$ cat config.mk
export PLATFORM = sky130hd
export DESIGN_NAME = slave_mem_responder
export DESIGN_NICKNAME = d
export VERILOG_FILES = /design/src/rtl/crossbar_pkg.sv /design/src/rtl/slave_mem_responder.sv
export SDC_FILE = /design/constraint.sdc
export NUM_CORES = 1
export LEC_CHECK = 0
export CORE_MARGIN = 2
export CORE_UTILIZATION = 54
export DETAILED_ROUTE_END_ITERATION = 12
export PLACE_DENSITY = 0.77
export SLEW_MARGIN = 10
export SYNTH_ARGS = -nofsm -noshare
export SYNTH_HDL_FRONTEND = slang
export SYNTH_SLANG_ARGS = --single-unit
$ cat constraint.sdc
create_clock -name iClk -period 8.8 [get_ports iClk]
set_input_delay 0.88 -clock iClk [delete_from_list [all_inputs] [get_ports iClk]]
set_output_delay 0.88 -clock iClk [all_outputs]
set_load 0.02 [all_outputs]
$ cat src/rtl/crossbar_pkg.sv
// Shared crossbar definitions: command encoding, responder FSM states and bus width.
package crossbar_pkg;

  localparam int DATA_W = 32;

  localparam logic CMD_READ  = 1'b0;
  localparam logic CMD_WRITE = 1'b1;

  typedef enum logic [1:0] {
    IDLE    = 2'd0,
    WAIT    = 2'd1,
    ACK     = 2'd2,
    RELEASE = 2'd3
  } state_t;

endpackage

$ cat src/rtl/slave_mem_responder.sv
// Crossbar slave-port responder backed by a word-addressed register memory,
// completing each request after pDelay wait cycles with a one-cycle ack.
module slave_mem_responder
  import crossbar_pkg::*;
#(
  parameter logic [31:0] pDelay = 32'd5,
  parameter int          pDepth = 16
) (
  input  logic              iClk,
  input  logic              iRst,
  input  logic              slave_req,
  input  logic [DATA_W-1:0] slave_addr,
  input  logic              slave_cmd,
  input  logic [DATA_W-1:0] slave_wdata,
  output logic              slave_ack,
  output logic [DATA_W-1:0] slave_rdata,
  output logic              oBusy
);

  localparam int AW = $clog2(pDepth);

  state_t              state_reg, state_next;
  logic [31:0]         cnt_reg;
  logic [DATA_W-1:2]   addr_reg;
  logic                cmd_reg;
  logic [DATA_W-1:0]   wdata_reg;
  logic [DATA_W-1:0]   rdata_reg;
  logic [DATA_W-1:0]   mem_reg [pDepth];

  logic                commit;
  logic                in_range;
  logic [AW-1:0]       idx;

  assign idx      = addr_reg[2 +: AW];
  assign in_range = (addr_reg < (DATA_W-2)'(pDepth));

  always_ff @(posedge iClk or negedge iRst) begin
    if (!iRst) state_reg <= IDLE;
    else       state_reg <= state_next;
  end

  always_comb begin
    state_next = state_reg;
    commit     = 1'b0;
    slave_ack  = 1'b0;
    oBusy      = 1'b1;
    case (state_reg)
      IDLE: begin
        oBusy = 1'b0;
        if (slave_req) state_next = WAIT;
      end
      WAIT: begin
        if (cnt_reg == 32'd0) begin
          state_next = ACK;
          commit     = 1'b1;
        end
      end
      ACK: begin
        slave_ack  = 1'b1;
        state_next = RELEASE;
      end
      RELEASE: begin
        // Waiting for req low guarantees a held request is served only once.
        if (!slave_req) state_next = IDLE;
      end
      default: state_next = IDLE;
    endcase
  end

  // Request fields are captured only at acceptance; later bus changes are ignored.
  always_ff @(posedge iClk or negedge iRst) begin
    if (!iRst) begin
      cnt_reg   <= 32'd0;
      addr_reg  <= '0;
      cmd_reg   <= CMD_READ;
      wdata_reg <= '0;
    end else if (state_reg == IDLE && slave_req) begin
      cnt_reg   <= pDelay;
      addr_reg  <= slave_addr[DATA_W-1:2];
      cmd_reg   <= slave_cmd;
      wdata_reg <= slave_wdata;
    end else if (state_reg == WAIT && cnt_reg != 32'd0) begin
      cnt_reg <= cnt_reg - 32'd1;
    end
  end

  always_ff @(posedge iClk or negedge iRst) begin
    if (!iRst) begin
      for (int i = 0; i < pDepth; i++) mem_reg[i] <= '0;
    end else if (commit && cmd_reg == CMD_WRITE && in_range) begin
      mem_reg[idx] <= wdata_reg;
    end
  end

  always_ff @(posedge iClk or negedge iRst) begin
    if (!iRst) begin
      rdata_reg <= '0;
    end else if (commit && cmd_reg == CMD_READ) begin
      rdata_reg <= in_range ? mem_reg[idx] : '0;
    end
  end

  assign slave_rdata = rdata_reg;

endmodule

## Word-level counts from Yosys, hierarchy flattened

Index checks and enable logic that the tools add are counted.
Widths: inputs -> output; s select.

- Add/sub/neg operators: 1
- Order comparisons: 3
- Equal/unequal tests: 6
- Multiplexer cells: 17
- Bitwise logic cells: 2
- Reductions and logical operators: 11

Operator list:

| kind | number |
|---|---|
| $bwmux 512 | 1 |
| $mux 32 | 6 |
| $bmux 32 s4 | 1 |
| $demux 32 s4 | 1 |
| $logic_not 32->1 | 1 |
| $reduce_bool 32->1 | 1 |
| $sub 32x1->32 const B | 1 |
| $lt 30x5->1 const B | 1 |
| $pmux 2 s4 | 1 |
| $logic_and 1x1->1 | 6 |
| $mux 2 | 3 |
| $ne 2x2->1 const B | 3 |
| $ge 5x5->1 const B | 1 |
| $lt 5x1->1 const B | 1 |
| $not 4->5 | 1 |
| $eq 2x2->1 const B | 2 |
| $mux 1 | 4 |
| $reduce_and 3->1 | 1 |
| $eq 2x1->1 const B | 1 |
| $logic_not 2->1 | 1 |
| $reduce_bool 2->1 | 1 |
| $not 1->1 | 1 |

- Register bits: 641
- Input bits: 68
- Output and inout port bits: 34

## Longest topological paths before layout

Gate-level depths: netlist (run 1).

- Word-level depth: 6
- Depth in mapped cells: 9

## Least setup slack after synthesis (run 1)

Ideal clock, no wire load.

- Path type: register -> register
- Start point: reg cnt_reg[0]
- End point: reg mem_reg[246] in the netlist's numbering
- Library setup time: 125 ps
- Data arrival time: 2964 ps
- Path slack: 5711 ps
- Cell stages (with the launch flop): 10
- Path buffers: 2
- Clock period less this slack: 3089 ps
- Path through: dfrtp_1 -> inv_1 -> ha_1 -> or4b_2 -> nor4_4 -> nand4_2 -> buf_2 -> nor2_1 -> buf_4 -> mux2_2

- Longest elaborated chain between the ends: 5

RTL lines:

| item | RTL line | RTL |
|---|---|---|
| start, declared | slave_mem_responder.sv:23 | `logic [31:0] cnt_reg;` |
| start signal, assigned | slave_mem_responder.sv:78 | `cnt_reg <= pDelay;` |
| start signal, assigned | slave_mem_responder.sv:83 | `cnt_reg <= cnt_reg - 32'd1;` |
| $logic_not 32->1 | slave_mem_responder.sv:53 | `if (cnt_reg == 32'd0) begin` |
| $mux 1 | slave_mem_responder.sv:53 |  |
| $mux 1 | slave_mem_responder.sv:47 | `case (state_reg)` |
| $logic_and 1x1->1 (2 in a row) | slave_mem_responder.sv:90 | `end else if (commit && cmd_reg == CMD_WRITE && in_range) begin` |
| end signal, assigned by index | slave_mem_responder.sv:91 | `mem_reg[idx] <= wdata_reg;` |
| end, declared | slave_mem_responder.sv:28 | `logic [DATA_W-1:0] mem_reg [pDepth];` |

Every way passes these cells.
A chain may end at the register's enable or synchronous reset.

## Worst setup path after layout (run 1)

- Start point: reg cnt_reg[0]
- End point: reg mem_reg[405] in the netlist's numbering

The elaborated chain is that of the path after synthesis.

==> results of run 1 <==
## per-layer routing
metal	vias up	part of all wire (%)	global-route usage, %
met1	8843	42	33.4
met2	411	51	42.4
li1	7233	-	-
met4	2	2.7	7.58
met3	115	5.0	4.27
met5	-	0.020	0
## power breakdown
group          total [W]  internal (W)  switching [W]
registers        0.00295       0.00295              0
logic          0.0000884     0.0000282      0.0000602
clock network    0.00272       0.00160        0.00112
## worst paths after layout
kind                            slack [ns]        start  cells after the start               to
worst max-delay path                  4.60   cnt_reg[0]                      9     mem_reg[405]
min in group iClk                     0.48  addr_reg[6]                      2      addr_reg[6]
worst min-delay path                  0.29         iRst                      1  slave_rdata[23]
worst min register to register        0.48  addr_reg[6]                      2      addr_reg[6]
max in group asynchronous             6.48         iRst                      3     mem_reg[293]
worst max register to register        4.60   cnt_reg[0]                      9     mem_reg[405]
## placed cells by master, fill, tap and decap left out, drive strengths merged, types with 16 or more instances in the layout
cell           Yosys  final
dfrtp            641    641
mux2             513    513
nand2            203    203
mux4             128    128
clkdlybuf4s50      0     98
clkbuf            88     93
buf               71     36
a22o              32     32
a221oi            32     32
o2bb2ai           32     32
nor2              25     25
a21oi             21     21
nand3             20     20
or3               16     16
## logic make-up after synthesis
group | synth area share [%]
buffers and inverters | 2.68
multiplexers | 30.6
adder cells (fa/ha/maj) | 0.309
flip-flops | 56.6
AND/OR/NAND/NOR | 5.50
XOR/XNOR | 0.278
AO/OA/AOI/OAI | 4.05
## cells in the mapped netlist, drive strengths merged
master and number:
a21oi 21, nand3 20, or4b 2, nand2 203, or4 14, and2 3, and3 2, mux4 128
o211ai 4, a31oi 2, and4 2, nand4b 1, dfrtp 641, o21ai 9, nor3b 2, nor2b 5
mux2 513, a31o 2, xor2 2, xnor2 7, nor2 25, o31ai 9, or2 3, a221oi 32
nand4 3, a2111o 1, o41ai 1, clkbuf 88, nor4 13, o2bb2ai 32, mux2i 1, a22o 32
buf 71, nor4b 1, nand2b 2, nor3 12, o2111ai 1, ha 7, or3 16, inv 6
## per-stage QoR
step                      hold WS [ns]  std cells  area (um2)
after CTS                        0.314       2705       32000
after global routing             0.356       2705       32000
final                            0.289       2705       32000
after floorplan                  0.446       1939       28300
after global placement           0.461       2594       29900
after detailed placement         0.463       2594       29900
## final cells by class
type | instances | area, um2
sequential | 641 | 16000
clock inverter | 18 | 230
clock buffer | 93 | 1870
timing repair buffer | 134 | 1280
multi-input combinational | 1133 | 11700
tap | 680 | 851
inverter | 6 | 22.5
fill | 3786 | 19600
==> metrics.csv, run 1 <==
metric,value,unit
Fin Setup TNS,0,ns
worst-path cell chain,inv_1 -> ha_1 -> or4b_2 -> nor4_4 -> nand4_2 -> buf_4 -> nor3_4 -> buf_4 -> mux2_1,
Power Dens Cells,180,nW/um2
Yosys warnings,0,
largest net degree at the start of global routing,154,
Worst VDD drop,0.000161,V
WP data required,9.30,ns
Num CTS Buffers,61,
fin util,62.0,%
die width,233,um
n_diodes,0,
outcome,"complete, no violations",
drt pass-1 iters,5,
Post-CTS Setup Inserts,0,
final net count,2052,
period utilization,47.7,%
Slew headroom,25.4,%
H-Tree Depth,2,
Antenna Violating Nets Remaining,0,
RSZ-0062 raised after global routing,no,
Die Area,54300,um2
CP Launch Type,flop,
GRT Overall Usage,25.1,%
register clock-pin slew on the reported worst setup and hold paths,0.07,ns
core area,51600,um2
CTS sink cnt,641,
crit-path max FO,21,
Synth Register Bits,641,
Worst-Margin Slew,1.12,ns
DP HPWL,36000,um
max FFs per register,512,
total power,0.00576,W
clk root buf,clkbuf_16,
Yosys top cell by area,dfrtp_1,
fin. max-slew vios,0,
largest delay contributor family on the critical path,simple AND/OR/NAND/NOR gates,
HP Class,in2async,
Max Freq,238,MHz
data arrival time of the worst path,4.69,ns
fin worst setup slack,4.60,ns
CP most frequent cell,buf_4,
CTS hold repair buffers,0,
post-synthesis cell area,28300,um2
sequential cell area fraction in the yosys report,56.6,%
Final Hold Fails,0,
DR vias/cell,6.14,
Via Count,16604,
share of layout cells above drive strength 1,35.5,%
Mapped Cells,1939,
Worst path max stage delay,0.86,ns
Max Cap Viol,0,
FP Rows,83,
Initial Utilization,54.9,%
Synth Area per Inst,14.6,um2
Setup-failing EPs final,0,
Top Ports,102,
Synth area leaders,"dfrtp_1 57%, mux2_2 17%, mux4_2 10%",
Synth top area share,56.6,%
Die Y,233,um
crit path max-delay cell type,nor3_4,
final WL,65300,um
WL per Instance,24.1,um
initial antenna violation count,1,
Fin Clk Skew,0.0172,ns
DRT iter0 DRCs,1297,
leak pwr,15.0,nW
Synth cell types,48,
gpl congestion,0.756,
number of global-route vias before repair,18044,
"Worst Path Class, Setup",reg2reg,
dpl ws,4.61,ns
GRT overflow,0,
Area Overhead vs Synth,12.8,%
clk buf depth,3,
CTS resizes,0,
PortBufs,99,
first-pass GRT wire length,104000,um
syn_nets,2014,
# DRC,0,
CP endpoint kind,flop,
CP bufs+invs,3,
min cycle time layout,4.20,ns
"Clk Latency, worst-skew pair",0.63,ns
CTS tree,built,
(Power assumes the default switching activity.)
==> run 2, diff against run 1 <==
- PLACE_DENSITY: 0.77 -> 0.8
- clock period: 8.8 -> 3.4 ns (I/O delays scaled with it)
==> run 2 against run 1 <==
Compared with the run above: sequential share of layout area down 0.87 points; worst hold slack worse by 0.055 ns; global-route usage down 0.099 points; worst setup slack worse by 4.4 ns; count of clock-buffer cells in the layout down 3; clock skew about the same; largest cell class unchanged.
==> metrics.csv, run 2 (synthesized netlist as in run 1, its figures left out) <==
metric,value,unit,change
DP HPWL,39000,um,+8.3%
data arrival time of the worst path,3.70,ns,-0.99 ns
GRT Overall Usage,25.0,%,-0.099 points
met3 GRT Util,4.09,%,-0.18 points
Power Dens Cells,450,nW/um2,+150%
die width,233,um,unchanged
drt pass-1 iters,5,,unchanged
Max Freq,310,MHz,+30%
WL per Instance,23.9,um,-1.1%
Die Y,233,um,unchanged
clk buf depth,3,,unchanged
total power,0.0146,W,+150%
leak pwr,15.2,nW,+1.7%
Post-CTS Setup Inserts,0,,unchanged
Fin Setup TNS,0,ns,unchanged
Die Area,54300,um2,unchanged
GRT overflow,0,,unchanged
CP Launch Type,flop,,
"commonest non-fill, non-tap cells in the layout","639 x dfrtp_1, 423 x mux2_2, 202 x nand2_1",,
final net count,2093,,+2.0%
largest net degree at the start of global routing,104,,-32%
Setup-failing EPs final,0,,unchanged
Final Hold Fails,0,,unchanged
max FFs per register,512,,unchanged
fin worst setup slack,0.177,ns,-4.43 ns
Initial Utilization,54.9,%,unchanged
Slew headroom,46.2,%,+21 points
# DRC,0,,unchanged
register clock-pin slew on the reported worst setup and hold paths,0.06,ns,about the same
number of global-route vias before repair,18230,,+1.0%
DP Cell Count,2634,,+1.5%
most used routing layer,met2,,
outcome,"complete, no violations",,
Num CTS Buffers,61,,unchanged
Via Count,17024,,+2.5%
non-filler instance count after layout,2744,,+1.4%
dpl ws,0.231,ns,-4.38 ns
HP Class,in2reg,,
Worst-Margin Slew,0.806,ns,-0.312 ns
RSZ-0062 raised after global routing,no,,
gpl congestion,0.770,,+1.9%
min cycle time layout,3.22,ns,-0.974 ns
DRT iter0 DRCs,1288,,-0.69%
CTS sink cnt,641,,unchanged
register-to-register setup slack,0.18,ns,-4.43 ns
fin. max-slew vios,0,,unchanged
"Clk Latency, worst-skew pair",0.63,ns,about the same
H-Tree Depth,2,,unchanged
FP Rows,83,,unchanged
Antenna Violating Nets Remaining,0,,unchanged
final WL,65500,um,+0.29%
first-pass GRT wire length,104000,um,-0.13%
"Worst Path Class, Setup",reg2reg,,
share of layout cells above drive strength 1,36.5,%,+1.0 points
core area,51600,um2,unchanged
Max Cap Viol,0,,unchanged
CP endpoint kind,flop,,
"commonest non-fill, non-tap cell in the layout",dfrtp_1,,
hold_ws,0.235,ns,-0.0546 ns
CTS tree,built,,
clk root buf,clkbuf_16,,
crit-path max FO,21,,unchanged
n_diodes,0,,unchanged
PortBufs,99,,unchanged
GRT met1 Usage,34.2,%,+0.76 points
Worst VDD drop,0.000393,V,+140%
Area Overhead vs Synth,14.8,%,
period utilization,94.8,%,+47 points
WP data required,3.88,ns,-5.42 ns
Top Ports,102,,unchanged
GRT met2 Usage,41.1,%,-1.3 points
Fin Clk Skew,0.0177,ns,+0.000495 ns
initial antenna violation count,1,,unchanged
DR vias/cell,6.20,,+1.1%
[run 2: what timing repair did]
action | 4_1_cts | 5_1_grt
resized for setup | 0 | 0
hold endpoints to repair | 79 | 0
hold buffers | 1 | 0
[run 2: cell type report]
cell class	instances	area (um2)
repair buffers	175	1970
well taps	680	851
fillers	3614	19100
clock inverters	19	179
multi-input cells	1133	11700
inverters	6	22.5
clock buffers	90	1800
flip-flops and latches	641	16000
[run 2: routing by layer]
layer / up-vias / part of all wire, %
met5: - / 0.020
met4: 2 / 2.6
met3: 118 / 5.1
met2: 444 / 50
met1: 9123 / 43
li1: 7337 / -
[run 2: power by group]
group / leakage [nW] / internal [W] / total [W] / switching [W]
combinational: 5.45 / 0.0000884 / 0.000249 / 0.000161
sequential: 8.81 / 0.00763 / 0.00763 / 0
clock: 0.978 / 0.00386 / 0.00676 / 0.00289
total: 15.2 / 0.0116 / 0.0146 / 0.00305
[run 2: stage by stage]
step                      utilization [%]  cell area [um2]
after floorplan                         -            28300
after global placement               59.2            30600
after detailed placement             59.2            30600
after CTS                            63.0            32500
after global routing                 63.0            32500
final                                63.0            32500
[run 2: worst paths after layout]
kind,from,end,cells past startpoint
worst max-delay path,cnt_reg[23],slave_rdata[14],6
worst min-delay path,slave_wdata[10],wdata_reg[10],3
worst max register to register,cnt_reg[23],slave_rdata[14],6
worst min register to register,mem_reg[429],mem_reg[429],1
max in group asynchronous,iRst,slave_rdata[4],3
min in group asynchronous,iRst,mem_reg[23],2
[run 2: critical path: stages, from the launching register on]
cell       delay (ns)
dfrtp_1          0.40
or4_1            0.68
or3_1            0.47
or4b_1           0.49
or4_1            0.55
buf_4            0.29
o2bb2ai_1        0.18
==> RTL edit (settings of run 2) <==
Make the reset (`iRst`) synchronous in 4 clocked blocks.
--- a/src/rtl/slave_mem_responder.sv
+++ b/src/rtl/slave_mem_responder.sv
@@ -35,5 +35,5 @@
   assign in_range = (addr_reg < (DATA_W-2)'(pDepth));
 
-  always_ff @(posedge iClk or negedge iRst) begin
+  always_ff @(posedge iClk) begin
     if (!iRst) state_reg <= IDLE;
     else       state_reg <= state_next;
@@ -69,5 +69,5 @@
 
   // Request fields are captured only at acceptance; later bus changes are ignored.
-  always_ff @(posedge iClk or negedge iRst) begin
+  always_ff @(posedge iClk) begin
     if (!iRst) begin
       cnt_reg   <= 32'd0;
@@ -85,5 +85,5 @@
   end
 
-  always_ff @(posedge iClk or negedge iRst) begin
+  always_ff @(posedge iClk) begin
     if (!iRst) begin
       for (int i = 0; i < pDepth; i++) mem_reg[i] <= '0;
@@ -93,5 +93,5 @@
   end
 
-  always_ff @(posedge iClk or negedge iRst) begin
+  always_ff @(posedge iClk) begin
     if (!iRst) begin
       rdata_reg <= '0;
Check against the original RTL: differs if iRst is asserted again (counterexample within 4 cycles, from zero or initial values and one cycle with iRst low); with iRst held inactive, the same outputs for 4 cycles.
==> RTL edit against run 2 <==
Wire length increased by 8.8%; global-route usage increased by 2.5 points; cell area decreased by 3.4%; worst setup slack improved by 200 ps; area after synthesis decreased by 4.5%; sequential cell count increased by 4.
Power is not compared: it rests on default switching activity, and its combinational part moved more than twofold at a synthesized area within 25%.
==> RTL edit: results (changes against run 2) <==
- Clkbuf count: 91 (+1.1%)
- Clk_lat worst skew: 650 ps (+20 ps)
- Initial antenna violation count: 0 (-1)
- R2r startpoint: cnt_reg[12]
- Non-clock buffer share: 5.965% (-0.087 points)
- Synth cell types: 45 (-6.3%)
- Vias post-DR: 18,200 (+6.9%)
- Dominant synthesized flop cell: edfxtp_1
- First-pass iteration count of the detailed router: 6 (+1)
- Adder-Cell Fraction of Synth Area: 0.3234% (+0.014 points)
- Dpl cells: 2,818 (+7.0%)
- Largest net degree at the start of global routing: 69 (-34%)
- Sequential fraction of the synthesis area: 66.61% (+10 points)
- GR Layer Usage met1: 35.26% (+1.1 points)
- WL met3: 7964 µm (+140%)
- Vias per cell: 6.209 (about the same)
- Place WS: 404.2 ps (+173.2 ps)
- Non-clock inverters: 8 (+2)
- Depth of the most critical reg-to-reg path: 7 (+1)
- Max-slew headroom: 36.03% (-10 points)
- FF-to-FF End: mem_reg[2][8]
- Synth top cells by count: 533 x nor2_1, 512 x edfxtp_1, 270 x nand2_1
- GP Congestion: 0.8435 (+9.6%)
- Non-clk bufs: 179 (+2.3%)
- Post-synthesis mux area share: 11.90% (-19 points)
- Layout cells sized above 1: 14.87% (-22 points)
- Cells after synthesis: 2,117 (+9.2%)
- Multi-input combinational gate total: 1,314 (+16%)
- Wire length on met2: 35,260 µm (+8.8%)
- Area after DPL: 0.02953 mm² (-3.3%)
- Tot Pwr: 20,850 µW
- CP Capture Point: mem_reg[2][8]
- Clock skew: 29.26 ps (+11.57 ps)
- Cts bufs inserted: 60 (-1.6%)
- Status: finished clean
- Vias in the first global route: 18,540 (+1.7%)
- Async S/R FF share, synth: 0% (-100 points)
- Syn-to-layout area delta: 16.03%
-- RTL edit: worst max-delay path: cells and delay by family, from the launching register on --
| kind | cells | cell delay (ps) |
|---|---|---|
| AO/OA/AOI/OAI | 1 | 210 |
| flip-flops | 1 | 350 |
| AND/OR/NAND/NOR | 4 | 1500 |
| buffers and inverters | 2 | 620 |
-- RTL edit: worst min path at each step --
| stage | start | endpoint | slack (ps) | depth (start not counted) |
|---|---|---|---|---|
| floorplan | addr_reg[22] | addr_reg[22] | 430 | 2 |
| global placement | addr_reg[22] | addr_reg[22] | 440 | 2 |
| detailed placement | addr_reg[25] | addr_reg[25] | 450 | 2 |
| CTS | slave_wdata[12] | wdata_reg[12] | 230 | 3 |
| global route | slave_addr[12] | addr_reg[12] | 260 | 3 |
| finish | slave_wdata[7] | wdata_reg[7] | 250 | 3 |
